File: src/rtl/cordic_pkg.sv
// Shared definitions for the iterative CORDIC divider: FSM state encoding and
// quotient-width / unity-constant helpers.
package cordic_pkg;

  typedef enum logic [1:0] {
    ST_IDLE = 2'd0,
    ST_RUN  = 2'd1,
    ST_DONE = 2'd2
  } cordic_state_t;

  // Quotient carries a sign bit, one integer bit and frac_w fraction bits.
  function automatic int z_width(input int frac_w);
    return frac_w + 2;
  endfunction

  // Fixed-point 1.0 in the quotient format.
  function automatic longint unsigned one_value(input int frac_w);
    return 64'd1 << frac_w;
  endfunction

endpackage

File: src/rtl/cordic_div_iter_if.sv
// Operand/result handshake bundle for cordic_div_iter.
// master: producer/consumer side, slave: divider side.
interface cordic_div_iter_if
  import cordic_pkg::*;
#(
  parameter int DATA_W = 32,
  parameter int FRAC_W = 15
);
  localparam int Z_W = z_width(FRAC_W);

  logic              rx_valid;
  logic              rx_ready;
  logic [DATA_W-1:0] rx_x;
  logic [DATA_W-1:0] rx_y;
  logic              tx_valid;
  logic              tx_ready;
  logic [Z_W-1:0]    tx_z;
  logic              tx_err;

  modport master (
    output rx_valid, rx_x, rx_y, tx_ready,
    input  rx_ready, tx_valid, tx_z, tx_err
  );

  modport slave (
    input  rx_valid, rx_x, rx_y, tx_ready,
    output rx_ready, tx_valid, tx_z, tx_err
  );

endinterface

File: src/rtl/cordic_div_step.sv
// One linear-vectoring CORDIC micro-rotation (combinational). Drives y toward
// zero by x>>>sh and accumulates the matching +/-ONE>>sh into the quotient.
module cordic_div_step
  import cordic_pkg::*;
#(
  parameter int XY_W   = 34,
  parameter int FRAC_W = 15,
  parameter int I_W    = 6,
  parameter int Z_W    = z_width(FRAC_W)
) (
  input  logic signed [XY_W-1:0] x,
  input  logic signed [XY_W-1:0] y,
  input  logic signed [Z_W-1:0]  z,
  input  logic        [I_W-1:0]  sh,
  output logic signed [XY_W-1:0] y_next,
  output logic signed [Z_W-1:0]  z_next
);
  localparam logic [Z_W-1:0] ONE = Z_W'(one_value(FRAC_W));

  logic signed [XY_W-1:0] x_sh;
  logic        [Z_W-1:0]  one_sh;

  assign x_sh   = x >>> sh;
  assign one_sh = ONE >> sh;

  // Rotate toward y==0: sign of the residual picks the direction.
  always_comb begin
    y_next = y;
    z_next = z;
    if (y[XY_W-1]) begin
      y_next = y + x_sh;
      z_next = z - signed'(one_sh);
    end else begin
      y_next = y - x_sh;
      z_next = z + signed'(one_sh);
    end
  end

endmodule

File: src/rtl/cordic_div_iter.sv
// Iterative CORDIC divider: tx_z = rx_y / rx_x in signed fixed point with
// FRAC_W fraction bits, one micro-rotation per clock, ITER rotations per
// division. Optional macro CORDIC_DIV_ZERO_CHK_EN flags rx_x==0 and forces
// tx_z to zero for that result.
module cordic_div_iter
  import cordic_pkg::*;
#(
  parameter int DATA_W = 32,
  parameter int FRAC_W = 15,
  parameter int ITER   = 16
) (
  input logic               rx_clk,
  input logic               rx_rst_n,
  cordic_div_iter_if.slave  bus
);
  localparam int XY_W = DATA_W + 2;
  localparam int Z_W  = z_width(FRAC_W);
  localparam int I_W  = $clog2(XY_W);
  localparam logic [I_W-1:0] I_LAST = I_W'(ITER - 1);

  cordic_state_t state, state_next;

  logic signed [XY_W-1:0] x, y, y_next;
  logic signed [Z_W-1:0]  z, z_next;
  logic        [I_W-1:0]  i;
  logic                   err;

  logic signed [XY_W-1:0] x_in, y_in, x_abs, y_abs, x_load, y_load;
  logic                   err_in;
  logic                   accept, finish, drain;

  // Operands sign-extended into the widened datapath so negating the most
  // negative value and doubling |x| cannot overflow.
  assign x_in   = {{2{bus.rx_x[DATA_W-1]}}, bus.rx_x};
  assign y_in   = {{2{bus.rx_y[DATA_W-1]}}, bus.rx_y};
  assign x_abs  = x_in[XY_W-1] ? -x_in : x_in;
  assign y_abs  = y_in[XY_W-1] ? -y_in : y_in;
  assign x_load = x_in[XY_W-1] ? -x_in : x_in;
  assign y_load = x_in[XY_W-1] ? -y_in : y_in;
  assign err_in = (y_abs >= (x_abs <<< 1));

  assign accept = (state == ST_IDLE) && bus.rx_valid;
  assign finish = (state == ST_RUN) && (i == I_LAST);
  assign drain  = (state == ST_DONE) && bus.tx_ready;

  cordic_div_step #(
    .XY_W   (XY_W),
    .FRAC_W (FRAC_W),
    .I_W    (I_W),
    .Z_W    (Z_W)
  ) u_step (
    .x      (x),
    .y      (y),
    .z      (z),
    .sh     (i),
    .y_next (y_next),
    .z_next (z_next)
  );

`ifdef CORDIC_DIV_ZERO_CHK_EN
  logic zero;

  // Divide-by-zero flag captured with the operands.
  always_ff @(posedge rx_clk) begin
    if (!rx_rst_n)   zero <= 1'b0;
    else if (accept) zero <= (bus.rx_x == '0);
  end
`endif

  // FSM state register.
  always_ff @(posedge rx_clk) begin
    if (!rx_rst_n) state <= ST_IDLE;
    else           state <= state_next;
  end

  // Next-state and handshake/result outputs.
  always_comb begin
    state_next   = state;
    bus.rx_ready = 1'b0;
    bus.tx_valid = 1'b0;
    bus.tx_z     = z;
    bus.tx_err   = err;
`ifdef CORDIC_DIV_ZERO_CHK_EN
    if (zero) bus.tx_z = '0;
`endif
    unique case (state)
      ST_IDLE: begin
        bus.rx_ready = 1'b1;
        if (accept) state_next = ST_RUN;
      end
      ST_RUN: begin
        if (finish) state_next = ST_DONE;
      end
      ST_DONE: begin
        bus.tx_valid = 1'b1;
        if (drain) state_next = ST_IDLE;
      end
      default: state_next = ST_IDLE;
    endcase
  end

  // Datapath: load on accept, one micro-rotation per RUN cycle; registers are
  // untouched in DONE so the presented result stays stable under backpressure.
  always_ff @(posedge rx_clk) begin
    if (!rx_rst_n) begin
      x   <= '0;
      y   <= '0;
      z   <= '0;
      i   <= '0;
      err <= 1'b0;
    end else if (accept) begin
      x   <= x_load;
      y   <= y_load;
      z   <= '0;
      i   <= '0;
`ifdef CORDIC_DIV_ZERO_CHK_EN
      err <= err_in || (bus.rx_x == '0);
`else
      err <= err_in;
`endif
    end else if (state == ST_RUN) begin
      y   <= y_next;
      z   <= z_next;
      i   <= i + 1'b1;
    end
  end

endmodule

File: src/flat_wrapper.sv
// flat-port wrapper written by rule: the top's interface ports become plain ports
module cordic_div_iter_flat import cordic_pkg::*;
#(
  parameter int DATA_W = 32,
  parameter int FRAC_W = 15,
  parameter int ITER   = 16
)
  (rx_clk, rx_rst_n, bus_rx_valid, bus_rx_x, bus_rx_y, bus_tx_ready, bus_rx_ready, bus_tx_valid, bus_tx_z, bus_tx_err);
  cordic_div_iter_if #(.DATA_W(DATA_W), .FRAC_W(FRAC_W)) bus_i ();
  input logic rx_clk;
  input logic rx_rst_n;
  input wire logic [$bits(bus_i.rx_valid)-1:0] bus_rx_valid;
  input wire logic [$bits(bus_i.rx_x)-1:0] bus_rx_x;
  input wire logic [$bits(bus_i.rx_y)-1:0] bus_rx_y;
  input wire logic [$bits(bus_i.tx_ready)-1:0] bus_tx_ready;
  output wire logic [$bits(bus_i.rx_ready)-1:0] bus_rx_ready;
  output wire logic [$bits(bus_i.tx_valid)-1:0] bus_tx_valid;
  output wire logic [$bits(bus_i.tx_z)-1:0] bus_tx_z;
  output wire logic [$bits(bus_i.tx_err)-1:0] bus_tx_err;
  assign bus_i.rx_valid = bus_rx_valid;
  assign bus_i.rx_x = bus_rx_x;
  assign bus_i.rx_y = bus_rx_y;
  assign bus_i.tx_ready = bus_tx_ready;
  assign bus_rx_ready = bus_i.rx_ready;
  assign bus_tx_valid = bus_i.tx_valid;
  assign bus_tx_z = bus_i.tx_z;
  assign bus_tx_err = bus_i.tx_err;
  cordic_div_iter #(.DATA_W(DATA_W), .FRAC_W(FRAC_W), .ITER(ITER)) u_core (.rx_clk(rx_clk), .rx_rst_n(rx_rst_n), .bus(bus_i));
endmodule
File: config.mk
export PLATFORM = sky130hd
export DESIGN_NAME = cordic_div_iter_flat
export DESIGN_NICKNAME = d
export VERILOG_FILES = /design/src/rtl/cordic_pkg.sv /design/src/rtl/cordic_div_iter_if.sv /design/src/rtl/cordic_div_step.sv /design/src/rtl/cordic_div_iter.sv /design/src/flat_wrapper.sv
export SDC_FILE = /design/constraint.sdc
export NUM_CORES = 1
export LEC_CHECK = 0
export BUFFER_PORTS_ARGS = -buffer_cell sky130_fd_sc_hd__buf_2
export CAP_MARGIN = 20
export CORE_AREA = 8 8 243 186
export DETAILED_ROUTE_END_ITERATION = 6
export DIE_AREA = 0 0 251 194
export GPL_TIMING_DRIVEN = 0
export PLACE_DENSITY = 0.56
export SLEW_MARGIN = 10
export SYNTH_ARGS = -nofsm -noshare
export SYNTH_HDL_FRONTEND = slang
export SYNTH_HIERARCHICAL = 1
export SYNTH_SLANG_ARGS = --single-unit
File: constraint.sdc
create_clock -name rx_clk -period 7.9 [get_ports rx_clk]
set_input_delay 1.185 -clock rx_clk [delete_from_list [all_inputs] [get_ports rx_clk]]
set_output_delay 1.185 -clock rx_clk [all_outputs]
set_load 0.005 [all_outputs]
==> flow_summary_export.csv, run 1 <==
group,metric,value,unit
worst_hold_path,hold_class,"flop to flop",
clocking,numCtsBuffers,9,
global_routing,grt_first_pass_wirelength,76100,um
global_routing,grt_antenna_before_repair,3,
layout,fin_util,0.329,
power,vdd_drop_max,0.134,mV
synth,synth_top_family_by_area,"compound AO/OA/AOI/OAI gates",
timing,timing_hold_violations_final,0,
synth,synth_compound_area_frac,0.240,
flow_run,drv_cap,0,
place,post-dp-hpwl,41700,um
clocking,clock-root-buffer,"clkbuf_16",
timing,final_max_slew_viol_count,0,
drt,ant_nets,0,
outcome,status,"finished clean",
timing,period_minus_slack,7600,ps
drt,wl_per_cell,23.2,um
synth,ys_seq_elements,94,
timing,relSlewSlack,0.437,
synth,ys_seq_area_frac,0.154,
power,p_total,2.78,mW
timing,finalWorstSetupSlack,300,ps
synth,synth_top_area_share,0.154,
layout,final_layout_size_suffix_gt1_frac,0.129,
synth,ys.flop_type,"dfxtp_1",
layout,fin_area,13600,um2
die,std_cell_rows,65,
place,numPortBuffers,79,
synth,ys_types,97,
synth,avgSynthCellArea,7.80,um2
place,gp_congestion,1.00,
power,seq_power_share,0.216,
synth,synth_edf_count,0,
die,ios,88,
clocking,holdBufCountCts,0,
drt,drt-total-wl,51100,um
die,die_h,194,um
clocking,clk_latency,380,ps
power,p_sw,1.31,mW
synth,synth_xor_area_frac,0.119,
synth,synth-async-reset-ratio,0,
global_routing,track_usage,0.202,
power,p_clk_frac,0.176,
die,die_w,251,um
drt,via_per_inst,5.91,
die,coreArea,41500,um2
timing,worst_slew_pin_slew,845,ps
timing,fin_skew,12.0,ps
clocking,postCtsSetupBuffers,0,
layout,fin_cells,2200,
power,internal_power,1.47,mW
worst_setup_path,path_buf_inv,4,
power,p_comb_frac,0.608,
clocking,clk_pin_slew_worst_paths,70,ps
clocking,cts_buffer_depth,2,
worst_setup_path,crit_type,"flop to flop",
timing,fmax,132,MHz
worst_setup_path,start_kind,"flop",
place,dp.cells,2184,
power,leakage,5.24,nW
synth,synth_fp_nets,1729,
worst_setup_path,critPathTopFamily,"compound AO/OA/AOI/OAI gates",
worst_setup_path,slowest_delay,720,ps
synth,synth_fa_ha_area_frac,0.0962,
clocking,cts_num_sinks,94,
synth,postSynthCellCount,1569,
drt,drt-initial-drc-count,1367,
global_routing,grt_max_degree,18,
worst_setup_path,path_max_fanout,10,
clocking,cts_tree,"done",
synth,synth_warnings,6,
synth,netlist_top_cells_count,"nand2_1, nor2_1, a21oi_1",
timing,finalSetupViolations,0,
drt,drc,0,
worst_setup_path,cp.required,8160,ps
clocking,h-tree-depth,3,
synth,yosysMostFrequentCell,"nand2_1",
worst_setup_path,worstSetupEndpointType,"flop",
timing,hold-worst-slack,470,ps
drt,dr.pass1.iters,6,
timing,tns,0,ps
drt,via_count,13000,
place,place_ws,133,ps
timing,timing.final.crit_share,0.962,
synth,synthSimpleGateAreaFrac,0.216,
synth,synth.mux.area_fraction,0.126,
layout,area_growth_syn_to_layout,11.5,%
die,initial_core_util,0.295,
synth,synthTopCellsByArea,"dfxtp_1, ha_1, mux4_2, xnor2_1, xor2_1",
layout,fin_nets,1818,
global_routing,grt_pass1_vias,12200,
power,powerDensity,204,nW/um2
layout,fillCellCount,4497,
worst_setup_path,slowest_stage,"or4b_2",
power,swShare,0.471,
synth,synth_top_cell_by_area,"dfxtp_1",
place,place_area,13300,um2
synth,netlist_area,12200,um2
worst_setup_path,worstPathArrival,7860,ps
die,die-area,48700,um2
global_routing,grt_overflow,0,
[cell usage in the layout, fill, tap and decap left out, drive strengths merged, types with 35 or more instances in the layout]
cell / instances
o21ai: 55
mux2i: 42
a211oi: 48
buf: 112
ha: 90
nor2: 148
nand3: 35
a21oi: 114
dfxtp: 94
xor2: 76
mux4: 39
nand2: 177
xnor2: 88
clkbuf: 86
nor3: 35
[timing repair]
action,in CTS,in global routing
setup endpoints to repair,0,4
hold endpoints to repair,0,0
resized for setup,0,7
[path summary, 6_finish.rpt]
check                        to  slack, ps  depth (start not counted)          startpoint
min          u_core/bus.tx_z[0]        470                          2  u_core/bus.tx_z[0]
min reg2reg  u_core/bus.tx_z[0]        470                          2  u_core/bus.tx_z[0]
max reg2reg        u_core/y[32]        300                         26         u_core/i[3]
max                u_core/y[32]        300                         26         u_core/i[3]
[power by group through the flow]
stage | Sequential, mW | Combinational, mW | Clock [mW]
4_1_cts | 0.597 | 1.65 | 0.503
5_1_grt | 0.606 | 1.83 | 0.520
2_1_floorplan | 0.581 | 1.20 | 0
3_5_place_dp | 0.608 | 1.64 | 0
6_report | 0.600 | 1.69 | 0.488
3_3_place_gp | 0.606 | 1.62 | 0
[registers in the layout, indices dropped and copies added, names as in the netlist]
name / flops
u_core/bus.tx_z: 17
u_core/x: 34
u_core/y: 34
u_core/i: 6
u_core/state: 2
u_core/bus.tx_err: 1
[logic make-up after synthesis]
group / count (synthesis)
AOI/OAI and AO/OA: 428
DFF: 94
xor gates and xnor gates: 165
other: 1
and+or+nand+nor: 547
adders and majority gates: 93
muxes: 102
buffers and inverters: 139
[layout make-up]
cell class,instances,area [um2],share of cell area
Timing Repair Buffer,79,395,0.0290
Clock buffer,10,239,0.0175
Inverter,29,109,0.00798
Multi-Input combinational cell,1336,9790,0.718
Buffer,109,478,0.0350
Clock inverter,6,73.8,0.00541
Sequential cell,94,1880,0.138
Tap cell,536,671,0.0492
Antenna cell,1,2.50,0.000183
[per-layer routing]
metal / vias to the layer above / part of all wire / track usage
li1: 6000 / - / -
met1: 6294 / 0.45 / 0.279
met2: 637 / 0.41 / 0.292
met3: 75 / 0.12 / 0.0789
met4: 0 / 0.019 / 0.0448
met5: - / 0 / 0.0102
[worst min-delay path: cells and delay by family (launching register included)]
family           cells  cell delay, ps
flip-flops           1             320
AND/OR/NAND/NOR      1              50
AO/OA/AOI/OAI        1              50
Note: power is estimated with default switching activity, not from simulation.
==> inputs of run 2 (changes only) <==
--- a/config.mk
+++ b/config.mk
@@ -10,7 +10,6 @@
 export CORE_AREA = 8 8 243 186
 export DETAILED_ROUTE_END_ITERATION = 6
 export DIE_AREA = 0 0 251 194
-export GPL_TIMING_DRIVEN = 0
 export PLACE_DENSITY = 0.56
 export SLEW_MARGIN = 10
 export SYNTH_ARGS = -nofsm -noshare
==> run 2 against run 1 <==
Net effect: combinational power fell by 4%; global-route usage fell by 1.4 points; maximum frequency rose by 4.6%; clock-buffer cell count fell by 1; utilization fell by 0.53 points; register-to-register slack improved by 330 ps; sequential share of layout area rose by 0.26 points; routed wire length fell by 6.8%; design area fell by 1.6%; clock power fell by 5.9%; via count fell by 2.9%; highest routed layer is now met5.
==> flow_summary_export.csv, run 2 (synthesis results as in run 1) <==
group,metric,value,unit
global_routing,use_met3,0.0508,
die,initial_core_util,0.295,
timing,relSlewSlack,0.285,
flow_run,drv_cap,0,
place,post-dp-hpwl,37000,um
place,gp_congestion,0.957,
drt,dr.pass1.iters,6,
die,coreArea,41500,um2
power,internal_power,1.43,mW
place,numPortBuffers,87,
drt,wl_per_cell,22.4,um
global_routing,use_met1,0.275,
die,ios,88,
worst_setup_path,critPathTopFamily,"simple AND/OR/NAND/NOR gates",
clocking,cts_tree,"done",
worst_setup_path,path_common_cell,"a31oi_1",
timing,tns,0,ps
worst_setup_path,path_max_fanout,60,
timing,fin_skew,10.1,ps
layout,layout_common_cells,"nand2_1, nor2_1, a21oi_1, dfxtp_1, ha_1",
global_routing,grt_overflow,0,
global_routing,grt_pass1_vias,11700,
drt,drt-initial-drc-count,1565,
global_routing,track_usage,0.188,
timing,finalSetupViolations,0,
die,std_cell_rows,65,
layout,fin_area,13400,um2
global_routing,top_usage_layer,"met1",
worst_hold_path,hold_class,"flop to flop",
worst_setup_path,crit_chain,"buf_4, mux2i_1, a22oi_1, nand2_1, a2bb2oi_1, nor4bb_1, nand2_1, nor3_1, a31oi_1, xnor2_1, ha_1, and3_1, or4b_2, a31oi_1, a31oi_1, nor4b_1, o311a_1, o41ai_1, xnor2_1, a221oi_1, nor2_1",
layout,final_layout_size_suffix_gt1_frac,0.144,
drt,drt-total-wl,47700,um
drt,ant_nets,0,
global_routing,grt_antenna_before_repair,2,
power,leakage,5.19,nW
timing,worst_slew_pin_slew,1070,ps
global_routing,grt.met2_usage,0.268,
die,die_w,251,um
drt,drc,0,
drt,via_per_inst,5.93,
worst_setup_path,worstPathArrival,7500,ps
layout,fin_util,0.324,
layout,area_growth_syn_to_layout,9.72,%
clocking,cts_resized,0,
global_routing,grt_first_pass_wirelength,72200,um
die,die_h,194,um
drt,via_count,12600,
worst_setup_path,slowest_stage,"dfxtp_4",
timing,fmax,138,MHz
worst_setup_path,cp.required,8130,ps
worst_setup_path,start_kind,"flop",
clocking,cts_buffer_depth,2,
power,p_comb_frac,0.600,
timing,period_minus_slack,7270,ps
worst_setup_path,crit_type,"flop to flop",
outcome,status,"finished clean",
timing,final_max_slew_viol_count,0,
clocking,numCtsBuffers,9,
clocking,clk_latency,390,ps
timing,timing.final.crit_share,0.920,
power,powerDensity,202,nW/um2
power,swShare,0.472,
power,seq_power_share,0.230,
clocking,clk_pin_slew_worst_paths,80,ps
worst_setup_path,slowest_delay,980,ps
clocking,h-tree-depth,3,
clocking,cts_num_sinks,94,
power,p_sw,1.28,mW
layout,fin_nets,1747,
timing,hold-worst-slack,478,ps
layout,final_common_cell,"nand2_1",
worst_setup_path,worstSetupEndpointType,"flop",
clocking,clock-root-buffer,"clkbuf_16",
place,place_area,13100,um2
power,vdd_drop_max,0.160,mV
clocking,holdBufCountCts,0,
timing,timing_hold_violations_final,0,
timing,rsz0062_at_grt,"no",
die,die-area,48700,um2
global_routing,grt_max_degree,89,
clocking,postCtsSetupBuffers,0,
power,p_clk_frac,0.170,
worst_setup_path,path_buf_inv,1,
==> run 2: stage by stage <==
| stage | setup WS (ps) | std cells | power (mW) |
|---|---|---|---|
| 3_3_place_gp | 1070 | 2111 | 2.20 |
| 2_1_floorplan | 1750 | 1569 | 1.78 |
| 6_report | 631 | 2129 | 2.70 |
| 3_5_place_dp | 890 | 2111 | 2.20 |
| 5_1_grt | 227 | 2128 | 2.89 |
| 4_1_cts | 836 | 2127 | 2.68 |
==> run 2: per-layer routing <==
metal,vias up,share of wire
li1,5866,-
met1,6084,0.48
met2,592,0.40
met3,80,0.094
met4,4,0.020
met5,-,0.00048
==> run 2: tightest hold or removal path, cell delays in order (launching register included) <==
cell	delay, ps
dfxtp_1	330
nand2_1	50
a21oi_1	50
==> run 2: cell type report <==
class / instances / area [um2]
Antenna cell: 1 / 2.50
Clock buffer: 9 / 225
Clock inverter: 7 / 80.1
Fill cell: 4448 / 28100
Inverter: 29 / 109
Multi-Input combinational cell: 1336 / 9770
Sequential cell: 94 / 1890
Tap cell: 536 / 671
Timing Repair Buffer: 117 / 673
==> run 2: power by group through the flow <==
| stage | sequential, mW | clock (mW) | combinational, mW |
|---|---|---|---|
| detailed placement | 0.630 | 0 | 1.57 |
| global placement | 0.631 | 0 | 1.57 |
| finish | 0.623 | 0.459 | 1.62 |
| floorplan | 0.581 | 0 | 1.20 |
| global route | 0.630 | 0.492 | 1.77 |
| CTS | 0.620 | 0.479 | 1.59 |
==> run 2: path summary, 6_finish.rpt <==
| check | depth (start not counted) | end | start | slack [ps] |
|---|---|---|---|---|
| max reg2reg | 21 | u_core/y[32] | u_core/i[0] | 630 |
| min reg2reg | 2 | u_core/bus.tx_z[0] | u_core/bus.tx_z[0] | 480 |
| min | 2 | u_core/bus.tx_z[0] | u_core/bus.tx_z[0] | 480 |
| max | 21 | u_core/y[32] | u_core/i[0] | 630 |
==> inputs of run 3 (changes only) <==
--- a/config.mk
+++ b/config.mk
@@ -10,7 +10,7 @@
 export CORE_AREA = 8 8 243 186
 export DETAILED_ROUTE_END_ITERATION = 6
 export DIE_AREA = 0 0 251 194
-export PLACE_DENSITY = 0.56
+export PLACE_DENSITY = 0.52
 export SLEW_MARGIN = 10
 export SYNTH_ARGS = -nofsm -noshare
 export SYNTH_HDL_FRONTEND = slang
==> run 3 against run 2 <==
Net effect: sequential share of layout area hardly changed; worst setup slack better by 70 ps; clock power increased by 14%; maximum frequency rose by 0.97%; first-iteration DRC count shrank 29%; utilization barely moved; sequential power about the same; critical path type unchanged.
==> flow_summary_export.csv, run 3 (synthesis results as in run 1) <==
group,metric,value,unit
worst_hold_path,min_delay_path_depth,2,
clocking,cts_buffer_depth,2,
place,numPortBuffers,87,
drt,via_per_inst,5.88,
power,p_total,2.76,mW
worst_setup_path,reg2reg_depth,20,
die,ios,88,
global_routing,track_usage,0.187,
clocking,cts_resized,0,
timing,finalSetupViolations,0,
power,p_sw,1.27,mW
drt,drt-total-wl,47200,um
timing,fmax,139,MHz
global_routing,grt_overflow,0,
place,gp_congestion,0.982,
clocking,clk_pin_slew_worst_paths,80,ps
timing,relSlewSlack,0.290,
layout,fillCellCount,4445,
timing,final_max_slew_viol_count,0,
drt,drc,0,
power,swShare,0.459,
power,p_comb_frac,0.587,
drt,drt-initial-drc-count,1117,
clocking,h-tree-depth,3,
die,die-area,48700,um2
layout,final_common_cell,"nand2_1",
clocking,cts_num_sinks,94,
clocking,numCtsBuffers,9,
global_routing,grt_pass1_vias,11500,
die,die_w,251,um
outcome,status,"finished clean",
layout,layout_common_cells,"nand2_1, nor2_1, a21oi_1, dfxtp_1, ha_1",
timing,worst_slew_pin_slew,1060,ps
clocking,postCtsSetupBuffers,0,
worst_hold_path,hold_end,"u_core/x[0]",
die,initial_core_util,0.295,
worst_setup_path,reg2reg_to,"u_core/y[32]",
layout,antenna_cells,0,
drt,dr.pass1.iters,5,
layout,final_layout_size_suffix_gt1_frac,0.142,
worst_hold_path,hold_class,"flop to flop",
worst_hold_path,worstHoldStart,"u_core/x[0]",
clocking,clk_latency,390,ps
die,coreArea,41500,um2
worst_setup_path,cp.required,8150,ps
clocking,holdBufCountCts,0,
timing,period_minus_slack,7200,ps
worst_setup_path,worstPathArrival,7450,ps
worst_setup_path,start_kind,"flop",
layout,area_growth_syn_to_layout,9.73,%
drt,ant_nets,0,
worst_setup_path,crit_type,"flop to flop",
die,std_cell_rows,65,
drt,wl_per_cell,22.2,um
clocking,clock-root-buffer,"clkbuf_16",
die,die_h,194,um
global_routing,grt_max_degree,89,
timing,timing.final.crit_share,0.911,
timing,rsz0062_at_grt,"no",
drt,via_count,12500,
power,internal_power,1.49,mW
worst_setup_path,path_max_fanout,62,
power,leakage,5.19,nW
worst_setup_path,rrSetupSlack,700,ps
worst_setup_path,crit-reg2reg-launch,"u_core/i[0]",
timing,fin_skew,11.8,ps
timing,timing_hold_violations_final,0,
power,seq_power_share,0.225,
timing,hold-worst-slack,467,ps
power,vdd_drop_max,0.168,mV
timing,tns,0,ps
global_routing,grt_antenna_before_repair,3,
power,p_clk_frac,0.189,
flow_run,drv_cap,0,
place,post-dp-hpwl,37300,um
global_routing,grt_first_pass_wirelength,71200,um
worst_setup_path,worstSetupEndpointType,"flop",
power,powerDensity,206,nW/um2
layout,fin_nets,1743,
clocking,cts_tree,"done",
## run 3: cell count changes in the layout (fill, tap and decap cells not counted), sizes merged
cell / previous run / this run
clkbuf: 9 / 10
clkinvlp: 1 / 0
diode: 1 / 0
buf: 117 / 113
clkinv: 5 / 2
bufinv: 0 / 2
inv: 30 / 31
## run 3: layer usage
layer | global-route usage | vias up | part of all wire
li1 | - | 5849 | -
met1 | 0.275 | 6081 | 0.48
met5 | 0 | - | 0.00049
met4 | 0.0497 | 4 | 0.022
met2 | 0.262 | 481 | 0.41
met3 | 0.0530 | 65 | 0.092
## run 3: area by class of cell
type                       instances  area, um2  area share
clock buffer                      10        239      0.0178
sequential                        94       1890       0.141
timing repair buffer             113        643      0.0479
multi-input combinational       1336       9770       0.728
tap                              536        671      0.0500
inverter                          29        109     0.00811
clock inverter                     6        100     0.00746
## run 3: how the worst max path moves through the flow
stage                           start            to  slack, ps  cells past startpoint
after floorplan           u_core/i[0]  u_core/y[32]       1750                     26
after global placement    u_core/i[0]  u_core/y[32]        990                     19
after detailed placement  u_core/i[0]  u_core/y[32]        900                     22
after CTS                 u_core/i[0]  u_core/y[33]        860                     24
after global routing      u_core/i[0]  u_core/y[32]        190                     21
final                     u_core/i[0]  u_core/y[32]        700                     20
## run 3: stage by stage
step	utilization	area [um2]	instances	setup WS, ps
floorplan	-	12200	1569	1750
global placement	0.315	13100	2108	991
detailed placement	0.315	13100	2108	897
CTS	0.324	13400	2124	862
global route	0.324	13400	2124	190
finish	0.324	13400	2124	701
## run 3: power by group through the flow
stage / sequential, mW / clock [mW] / combinational, mW
2_1_floorplan: 0.581 / 0 / 1.20
3_3_place_gp: 0.629 / 0 / 1.58
3_5_place_dp: 0.629 / 0 / 1.58
4_1_cts: 0.618 / 0.534 / 1.59
5_1_grt: 0.628 / 0.549 / 1.77
6_report: 0.620 / 0.521 / 1.62
## run 3: worst max-delay path, cell delays in order, from the launching register on
cell and delay [ps]:
dfxtp_4 980, mux2_1 410, mux4_2 520, a31oi_1 310, a31oi_1 230, nor4bb_1 780, nand2_1 150, nor3_1 290
a31oi_1 150, xnor2_1 180, ha_1 370, and3_1 230, or4b_2 630, a31oi_1 270, a31oi_1 240, nor4b_1 500
o311a_1 260, o41ai_1 90, xnor2_1 140, a221oi_1 270, nor2_1 60
